<file path="config.mk">
export PLATFORM = sky130hd
export DESIGN_NAME = coco_spi_host
export DESIGN_NICKNAME = d
export VERILOG_FILES = /design/src/rtl/coco_spi_host_pkg.sv /design/src/rtl/coco_spi_host_spi_byte_shifter.sv /design/src/rtl/coco_spi_host.sv
export SDC_FILE = /design/constraint.sdc
export NUM_CORES = 1
export LEC_CHECK = 0
export CELL_PAD_IN_SITES_DETAIL_PLACEMENT = 1
export CELL_PAD_IN_SITES_GLOBAL_PLACEMENT = 2
export CORE_ASPECT_RATIO = 0.9
export CORE_MARGIN = 4
export CORE_UTILIZATION = 38
export CTS_CLUSTER_SIZE = 10
export DETAILED_ROUTE_END_ITERATION = 6
export PLACE_DENSITY_LB_ADDON = 0.15
export SYNTH_ARGS = -nofsm -noshare
export SYNTH_HDL_FRONTEND = slang
export SYNTH_SLANG_ARGS = --single-unit
</file>
<file path="constraint.sdc">
create_clock -name clock_50 -period 3 [get_ports clock_50]
set_input_delay 0.45 -clock clock_50 [delete_from_list [all_inputs] [get_ports clock_50]]
set_output_delay 0.45 -clock clock_50 [all_outputs]
set_load 0.005 [all_outputs]
</file>
<file path="src/rtl/coco_spi_host_pkg.sv">
// Shared SPI command definitions for the cocofpga host and target ends:
// command bytes, host op encodings and per-op transaction length.
package coco_spi_host_pkg;

    localparam logic [7:0] SPI_CMD_SETADDR = 8'h01;
    localparam logic [7:0] SPI_CMD_WRITE   = 8'h02;
    localparam logic [7:0] SPI_CMD_READ    = 8'h03;
    localparam logic [7:0] SPI_CMD_STATUS  = 8'h04;
    localparam logic [7:0] SPI_CMD_DEVCON  = 8'h05;

    typedef enum logic [2:0] {
        OP_SETADDR    = 3'd0,
        OP_WRITE      = 3'd1,
        OP_READ       = 3'd2,
        OP_STATUS     = 3'd3,
        OP_DEVCON     = 3'd4,
        OP_ADDR_WRITE = 3'd5,
        OP_ADDR_READ  = 3'd6,
        OP_RSVD       = 3'd7
    } cmd_op_e;

    typedef enum logic [2:0] {
        ST_IDLE,
        ST_START,
        ST_SETUP,
        ST_SHIFT,
        ST_GAP,
        ST_HOLD,
        ST_RELEASE,
        ST_DONE
    } host_state_e;

    function automatic logic [2:0] op_byte_count(input cmd_op_e op);
        case (op)
            OP_SETADDR:                  return 3'd3;
            OP_ADDR_WRITE, OP_ADDR_READ: return 3'd5;
            OP_RSVD:                     return 3'd0;
            default:                     return 3'd2;
        endcase
    endfunction

    function automatic logic op_is_read(input cmd_op_e op);
        return (op == OP_READ) || (op == OP_STATUS) || (op == OP_ADDR_READ);
    endfunction

endpackage

</file>
<file path="src/rtl/coco_spi_host_spi_byte_shifter.sv">
// Mode-0 SPI byte engine: shifts one byte out MSB-first while sampling the
// synchronised miso at the end of each SCK-high phase.
module coco_spi_host_spi_byte_shifter #(
    parameter int CLK_DIV = 6
) (
    input  logic       clock_50,
    input  logic       reset_n,
    input  logic       start,
    input  logic [7:0] tx_byte,
    input  logic       miso,
    output logic       sclk,
    output logic       mosi,
    output logic [7:0] rx_byte,
    output logic       done
);

    localparam int HW = $clog2(CLK_DIV);
    localparam logic [HW-1:0] HALF_LAST = HW'(CLK_DIV - 1);

    logic [1:0]    miso_sync;
    logic          busy;
    logic          phase;
    logic [HW-1:0] half_cnt;
    logic [2:0]    bit_idx;
    logic [7:0]    tx_sr;
    logic [7:0]    rx_sr;
    logic          half_end;

    assign half_end = busy && (half_cnt == HALF_LAST);
    assign done     = half_end && phase && (bit_idx == 3'd7);
    assign sclk     = busy && phase;
    assign mosi     = tx_sr[7];
    assign rx_byte  = rx_sr;

    always_ff @(posedge clock_50 or negedge reset_n) begin
        if (!reset_n) begin
            miso_sync <= 2'b00;
            busy      <= 1'b0;
            phase     <= 1'b0;
            half_cnt  <= '0;
            bit_idx   <= 3'd0;
            tx_sr     <= 8'h00;
            rx_sr     <= 8'h00;
        end else begin
            miso_sync <= {miso_sync[0], miso};
            if (start) begin
                busy     <= 1'b1;
                phase    <= 1'b0;
                half_cnt <= '0;
                bit_idx  <= 3'd0;
                tx_sr    <= tx_byte;
            end else if (half_end) begin
                half_cnt <= '0;
                phase    <= ~phase;
                // End of the high phase: sample, then present the next bit as SCK falls
                if (phase) begin
                    rx_sr   <= {rx_sr[6:0], miso_sync[1]};
                    tx_sr   <= {tx_sr[6:0], 1'b0};
                    bit_idx <= bit_idx + 3'd1;
                    if (bit_idx == 3'd7) begin
                        busy <= 1'b0;
                    end
                end
            end else if (busy) begin
                half_cnt <= half_cnt + 1'b1;
            end
        end
    end

endmodule

</file>
<file path="src/rtl/coco_spi_host.sv">
// SPI host command engine: turns one request into the cocofpga command byte
// sequence, pacing bytes with idle gaps so the target's SRAM arbiter keeps up.
module coco_spi_host
    import coco_spi_host_pkg::*;
#(
    parameter int CLK_DIV    = 6,
    parameter int GAP_CYCLES = 64
) (
    input  logic        clock_50,
    input  logic        reset_n,
    input  logic        cmd_valid,
    output logic        cmd_ready,
    input  logic [2:0]  cmd_op,
    input  logic [15:0] cmd_addr,
    input  logic [7:0]  cmd_wdata,
    output logic        rsp_done,
    output logic [7:0]  rsp_rdata,
    output logic        sclk,
    output logic        mosi,
    input  logic        miso,
    output logic        ss
);

    localparam logic [15:0] DIV_LAST = 16'(CLK_DIV - 1);
    localparam logic [15:0] GAP_LAST = 16'(GAP_CYCLES - 1);

    host_state_e state, state_nxt;
    logic [15:0] cnt;
    logic [2:0]  byte_idx;
    logic [2:0]  last_idx;
    cmd_op_e     op_q;
    logic [15:0] addr_q;
    logic [7:0]  wdata_q;
    logic [7:0]  tx_byte;
    logic        shift_start;
    logic        shift_done;
    logic        sh_sclk;
    logic        sh_mosi;
    logic [7:0]  sh_rx;

    function automatic logic [7:0] seq_byte(input cmd_op_e op, input logic [15:0] addr,
                                            input logic [7:0] wdata, input logic [2:0] idx);
        logic [7:0] b;
        b = 8'h00;
        case (op)
            OP_SETADDR, OP_ADDR_WRITE, OP_ADDR_READ: begin
                case (idx)
                    3'd0:    b = SPI_CMD_SETADDR;
                    3'd1:    b = addr[15:8];
                    3'd2:    b = addr[7:0];
                    3'd3:    b = (op == OP_ADDR_WRITE) ? SPI_CMD_WRITE : SPI_CMD_READ;
                    3'd4:    b = (op == OP_ADDR_WRITE) ? wdata : 8'h00;
                    default: b = 8'h00;
                endcase
            end
            OP_WRITE:  b = (idx == 3'd0) ? SPI_CMD_WRITE : wdata;
            OP_READ:   b = (idx == 3'd0) ? SPI_CMD_READ : 8'h00;
            OP_STATUS: b = (idx == 3'd0) ? SPI_CMD_STATUS : 8'h00;
            OP_DEVCON: b = (idx == 3'd0) ? SPI_CMD_DEVCON : wdata;
            default:   b = 8'h00;
        endcase
        return b;
    endfunction

    assign last_idx = op_byte_count(op_q) - 3'd1;
    assign tx_byte  = seq_byte(op_q, addr_q, wdata_q, byte_idx);

    coco_spi_host_spi_byte_shifter #(
        .CLK_DIV (CLK_DIV)
    ) u_shifter (
        .clock_50 (clock_50),
        .reset_n  (reset_n),
        .start    (shift_start),
        .tx_byte  (tx_byte),
        .miso     (miso),
        .sclk     (sh_sclk),
        .mosi     (sh_mosi),
        .rx_byte  (sh_rx),
        .done     (shift_done)
    );

    always_comb begin
        state_nxt   = state;
        shift_start = 1'b0;
        case (state)
            ST_IDLE:    if (cmd_valid) state_nxt = ST_START;
            ST_START:   state_nxt = (op_q == OP_RSVD) ? ST_DONE : ST_SETUP;
            ST_SETUP, ST_GAP: begin
                if (cnt == ((state == ST_SETUP) ? DIV_LAST : GAP_LAST)) begin
                    state_nxt   = ST_SHIFT;
                    shift_start = 1'b1;
                end
            end
            ST_SHIFT:   if (shift_done) state_nxt = (byte_idx == last_idx) ? ST_HOLD : ST_GAP;
            ST_HOLD:    if (cnt == DIV_LAST) state_nxt = ST_RELEASE;
            ST_RELEASE: if (cnt == GAP_LAST) state_nxt = ST_DONE;
            ST_DONE:    state_nxt = ST_IDLE;
            default:    state_nxt = ST_IDLE;
        endcase
    end

    always_ff @(posedge clock_50 or negedge reset_n) begin
        if (!reset_n) begin
            state     <= ST_IDLE;
            cnt       <= 16'd0;
            byte_idx  <= 3'd0;
            rsp_rdata <= 8'h00;
        end else begin
            state <= state_nxt;
            cnt   <= (state_nxt != state) ? 16'd0 : cnt + 16'd1;
            if (state == ST_IDLE) begin
                byte_idx <= 3'd0;
            end else if (state == ST_SHIFT && state_nxt == ST_GAP) begin
                byte_idx <= byte_idx + 3'd1;
            end
            if (state == ST_RELEASE && state_nxt == ST_DONE && op_is_read(op_q)) begin
                rsp_rdata <= sh_rx;
            end
        end
    end

    // Request fields are only meaningful while busy, so they need no reset
    always_ff @(posedge clock_50) begin
        if (state == ST_IDLE && cmd_valid) begin
            op_q    <= cmd_op_e'(cmd_op);
            addr_q  <= cmd_addr;
            wdata_q <= cmd_wdata;
        end
    end

    always_comb begin
        case (state)
            ST_SETUP, ST_GAP: mosi = tx_byte[7];
            ST_SHIFT:         mosi = sh_mosi;
            default:          mosi = 1'b0;
        endcase
    end

    assign cmd_ready = (state == ST_IDLE);
    assign rsp_done  = (state == ST_DONE);
    assign sclk      = (state == ST_SHIFT) && sh_sclk;
    assign ss        = !((state == ST_SETUP) || (state == ST_SHIFT) ||
                         (state == ST_GAP) || (state == ST_HOLD));

endmodule

</file>
==> results.sh <==
export IMPL_cts_sinks=83
export IMPL_ratio_of_total_power_to_cell_area_nw_per_um2=683
export IMPL_cp_top_family="buffers and inverters"
export IMPL_ys_seq_area_share_pct=52.8
export IMPL_worstPathRequired_ns=2.55
export IMPL_dp_worst_setup_slack_ns=0.196
export IMPL_worst_r2r_cell_count=5
export IMPL_max_clock_freq_mhz=347
export IMPL_clk_transition_reported_paths_ns=0.06
export IMPL_tightestPinTransition_ns=0.573
export IMPL_cts_hold_fix_buffers=0
export IMPL_bufs_and_invs_on_worst_path=2
export IMPL_layout_commonest_cell="sky130_fd_sc_hd__dfrtp_1"
export IMPL_clock_tree_buffer_depth=2
export IMPL_worst_path_max_delay_cell="sky130_fd_sc_hd__edfxtp_1"
export IMPL_gr_total_overflow=0
export IMPL_synth_fp_nets=407
export IMPL_remaining_antenna_violation_count_after_routing=0
export IMPL_crit_arrival_ns=2.43
export IMPL_start_util_pct=38.8
export IMPL_grt_setup_unrepaired="false"
export IMPL_power_ir_vdd_worst_v=0.000442
export IMPL_most_common_layout_cells="sky130_fd_sc_hd__dfrtp_1 (56), sky130_fd_sc_hd__clkdlybuf4s50_1 (42), sky130_fd_sc_hd__nand2_1 (29)"
export IMPL_relSlewSlack_pct=61.5
export IMPL_all_layer_global_routing_usage_pct=16.6
export IMPL_route_detailed_vias_per_inst=5.36
export IMPL_diodes_inserted=0
export IMPL_finalCriticalPeriod_ns=2.88
export IMPL_h_tree_depth=3
export IMPL_fp_dieW_um=119
export IMPL_power_mw=3.55
export IMPL_post_synth_inst_count=365
export IMPL_post_synth_num_cell_types=62
export IMPL_dp_hpwl_um=7070
export IMPL_num_io_pins=44
export IMPL_cp_max_fo=11
export IMPL_setup_worst_path_end_class="output port"
export IMPL_synth_seq_cells=83
export IMPL_drt_drc_violations_left=0
export IMPL_vias=3007
export IMPL_tritoncts_num_buffers=9
export IMPL_cts_root_buffer_cell="sky130_fd_sc_hd__clkbuf_16"
export IMPL_placement_io_buffers=43
export IMPL_synth_edf_count=27
export IMPL_worstPathCellList="buf_4 -> nor2_1 -> nor4b_4 -> a32oi_2 -> and3b_1 -> a21o_1 -> clkdlybuf4s50_1"
export IMPL_core_area_um2=10800
export IMPL_fp_dieArea_um2=12800
export IMPL_drt_pass1_iterations=4
export IMPL_outcome="completed"
export IMPL_ys_async_sr_fraction_pct=67.5
export IMPL_drv_slew=0
export IMPL_num_rows=36
export IMPL_maxCapViolCount=0
export IMPL_via_count_of_the_first_global_routing_pass=3293
export IMPL_finalSetupTns_ns=0
export IMPL_final_critical_path_setup_slack_ns=0.121
export IMPL_initial_antenna_violation_count=0
export IMPL_grt_first_pass_wirelength_um=16700
export IMPL_gp_congestion=0.814
export IMPL_worst_hold_path_type="in2async"
export IMPL_synth_flop_cell="sky130_fd_sc_hd__dfrtp_1"
export IMPL_detailedRoute_firstIterationViolations=142
export IMPL_cp_depth=7
export IMPL_post_synth_instance_area_um2=4190
export IMPL_finish_stage_setup_viols=0
export IMPL_clkLatencyLatePin_ns=0.34
export IMPL_final_hold_viol_count=0
export IMPL_die_y_um=108
export IMPL_synthesis_yosys_warnings=0
export IMPL_final_period_utilization_pct=96.0
export IMPL_detail_route_wl_per_cell_um=17.7
export IMPL_final_layout_size_suffix_gt1_share_pct=18.9
export IMPL_nets=465
export IMPL_syn_to_final_growth_pct=24.0
export IMPL_power_leakage_nw=2.23
export IMPL_critPathMaxStageDelay_ns=0.48
export IMPL_cts_tree="done"
export IMPL_route_final_wire_length_um=9910
export IMPL_syn_area_per_cell_um2=11.5
export IMPL_crit_path_start_kind="flop"
export IMPL_worst_skew_ns=0.00557
export IMPL_pin_count_of_the_biggest_net_entering_global_routing=28
export IMPL_crit_type="reg2out"
## per-stage QoR
step	utilization, %	hold slack [ns]	instances	area (um^2)
2_1_floorplan	-	0.154	365	4190
3_3_place_gp	44.6	0.333	541	4820
3_5_place_dp	44.6	0.347	541	4820
4_1_cts	47.7	0.0586	558	5160
5_1_grt	48.1	0.0760	561	5190
6_report	48.1	0.0540	561	5190
## worst paths after layout
path                                              from  slack [ns]                      to
worst max-delay path                           op_q[2]        0.12                    mosi
worst min-delay path                           reset_n        0.05         u_shifter.phase
worst max register to register                  cnt[6]        0.59    u_shifter.rx_byte[1]
worst min register to register  u_shifter.miso_sync[0]        0.36  u_shifter.miso_sync[1]
max in group asynchronous                      reset_n        2.30   u_shifter.half_cnt[2]
min in group clock_50           u_shifter.miso_sync[0]        0.36  u_shifter.miso_sync[1]
## flip-flops by register name (all words and copies together) (netlist names)
name / count
u_shifter.bit_idx: 3
u_shifter.rx_byte: 8
cnt: 16
u_shifter.miso_sync: 2
byte_idx: 3
op_q: 3
wdata_q: 8
state: 3
u_shifter.tx_sr: 8
rsp_rdata: 8
addr_q: 16
u_shifter.half_cnt: 3
u_shifter.busy: 1
u_shifter.phase: 1
## cell usage after synthesis, types with 5 or more instances
| master | n | area share [%] |
|---|---|---|
| sky130_fd_sc_hd__mux2i_1 | 17 | 4.1 |
| sky130_fd_sc_hd__xnor2_1 | 10 | 2.1 |
| sky130_fd_sc_hd__a21oi_1 | 13 | 1.6 |
| sky130_fd_sc_hd__nor3_1 | 20 | 2.4 |
| sky130_fd_sc_hd__clkbuf_1 | 8 | 0.72 |
| sky130_fd_sc_hd__nor2_1 | 25 | 2.2 |
| sky130_fd_sc_hd__o211a_1 | 5 | 1.2 |
| sky130_fd_sc_hd__edfxtp_1 | 27 | 19 |
| sky130_fd_sc_hd__mux2_2 | 17 | 4.6 |
| sky130_fd_sc_hd__nand2_1 | 29 | 2.6 |
| sky130_fd_sc_hd__xor2_1 | 9 | 1.9 |
| sky130_fd_sc_hd__o21ai_0 | 5 | 0.60 |
| sky130_fd_sc_hd__a22oi_1 | 8 | 1.4 |
| sky130_fd_sc_hd__nand3_1 | 11 | 1.3 |
| sky130_fd_sc_hd__inv_1 | 11 | 0.99 |
| sky130_fd_sc_hd__buf_2 | 8 | 0.96 |
| sky130_fd_sc_hd__dfrtp_1 | 56 | 33 |
| sky130_fd_sc_hd__ha_1 | 11 | 3.3 |
## where the power goes
| group | internal [mW] | total, mW | switching [mW] |
|---|---|---|---|
| Clock | 0.673 | 1.11 | 0.434 |
| Sequential | 1.35 | 1.55 | 0.200 |
| Combinational | 0.403 | 0.887 | 0.484 |
| Total | 2.43 | 3.55 | 1.12 |
## final cells by class
| cell class | count | area [um^2] |
|---|---|---|
| clock buffers | 14 | 290 |
| clock inverters | 2 | 16.3 |
| fillers | 1178 | 5620 |
| inverters | 11 | 41.3 |
| multi-input cells | 250 | 1860 |
| flip-flops and latches | 83 | 2210 |
| well taps | 133 | 166 |
| repair buffers | 68 | 613 |
## metal layers
layer	GRT usage (%)	wire length, um
met3	3.78	281
met5	0	0
met1	22.9	4930
met2	26.1	4600
met4	5.21	91
## repair_timing
item                                    4_1_cts  5_1_grt
endpoints found under the setup margin        1        1
gates resized for setup                       5        4
pin swaps                                     2        2
setup buffers                                 1        3
hold endpoints to repair                      0        0
## cells by family after synthesis
kind of cell    share of synthesized area, %
simple gates                            17.9
compound gates                          9.47
xor+xnor                                3.97
fa+ha+maj                               3.28
flops                                   52.8
buf+inv                                 3.91
mux                                     8.63
Note: power is estimated with default switching activity, not from simulation.
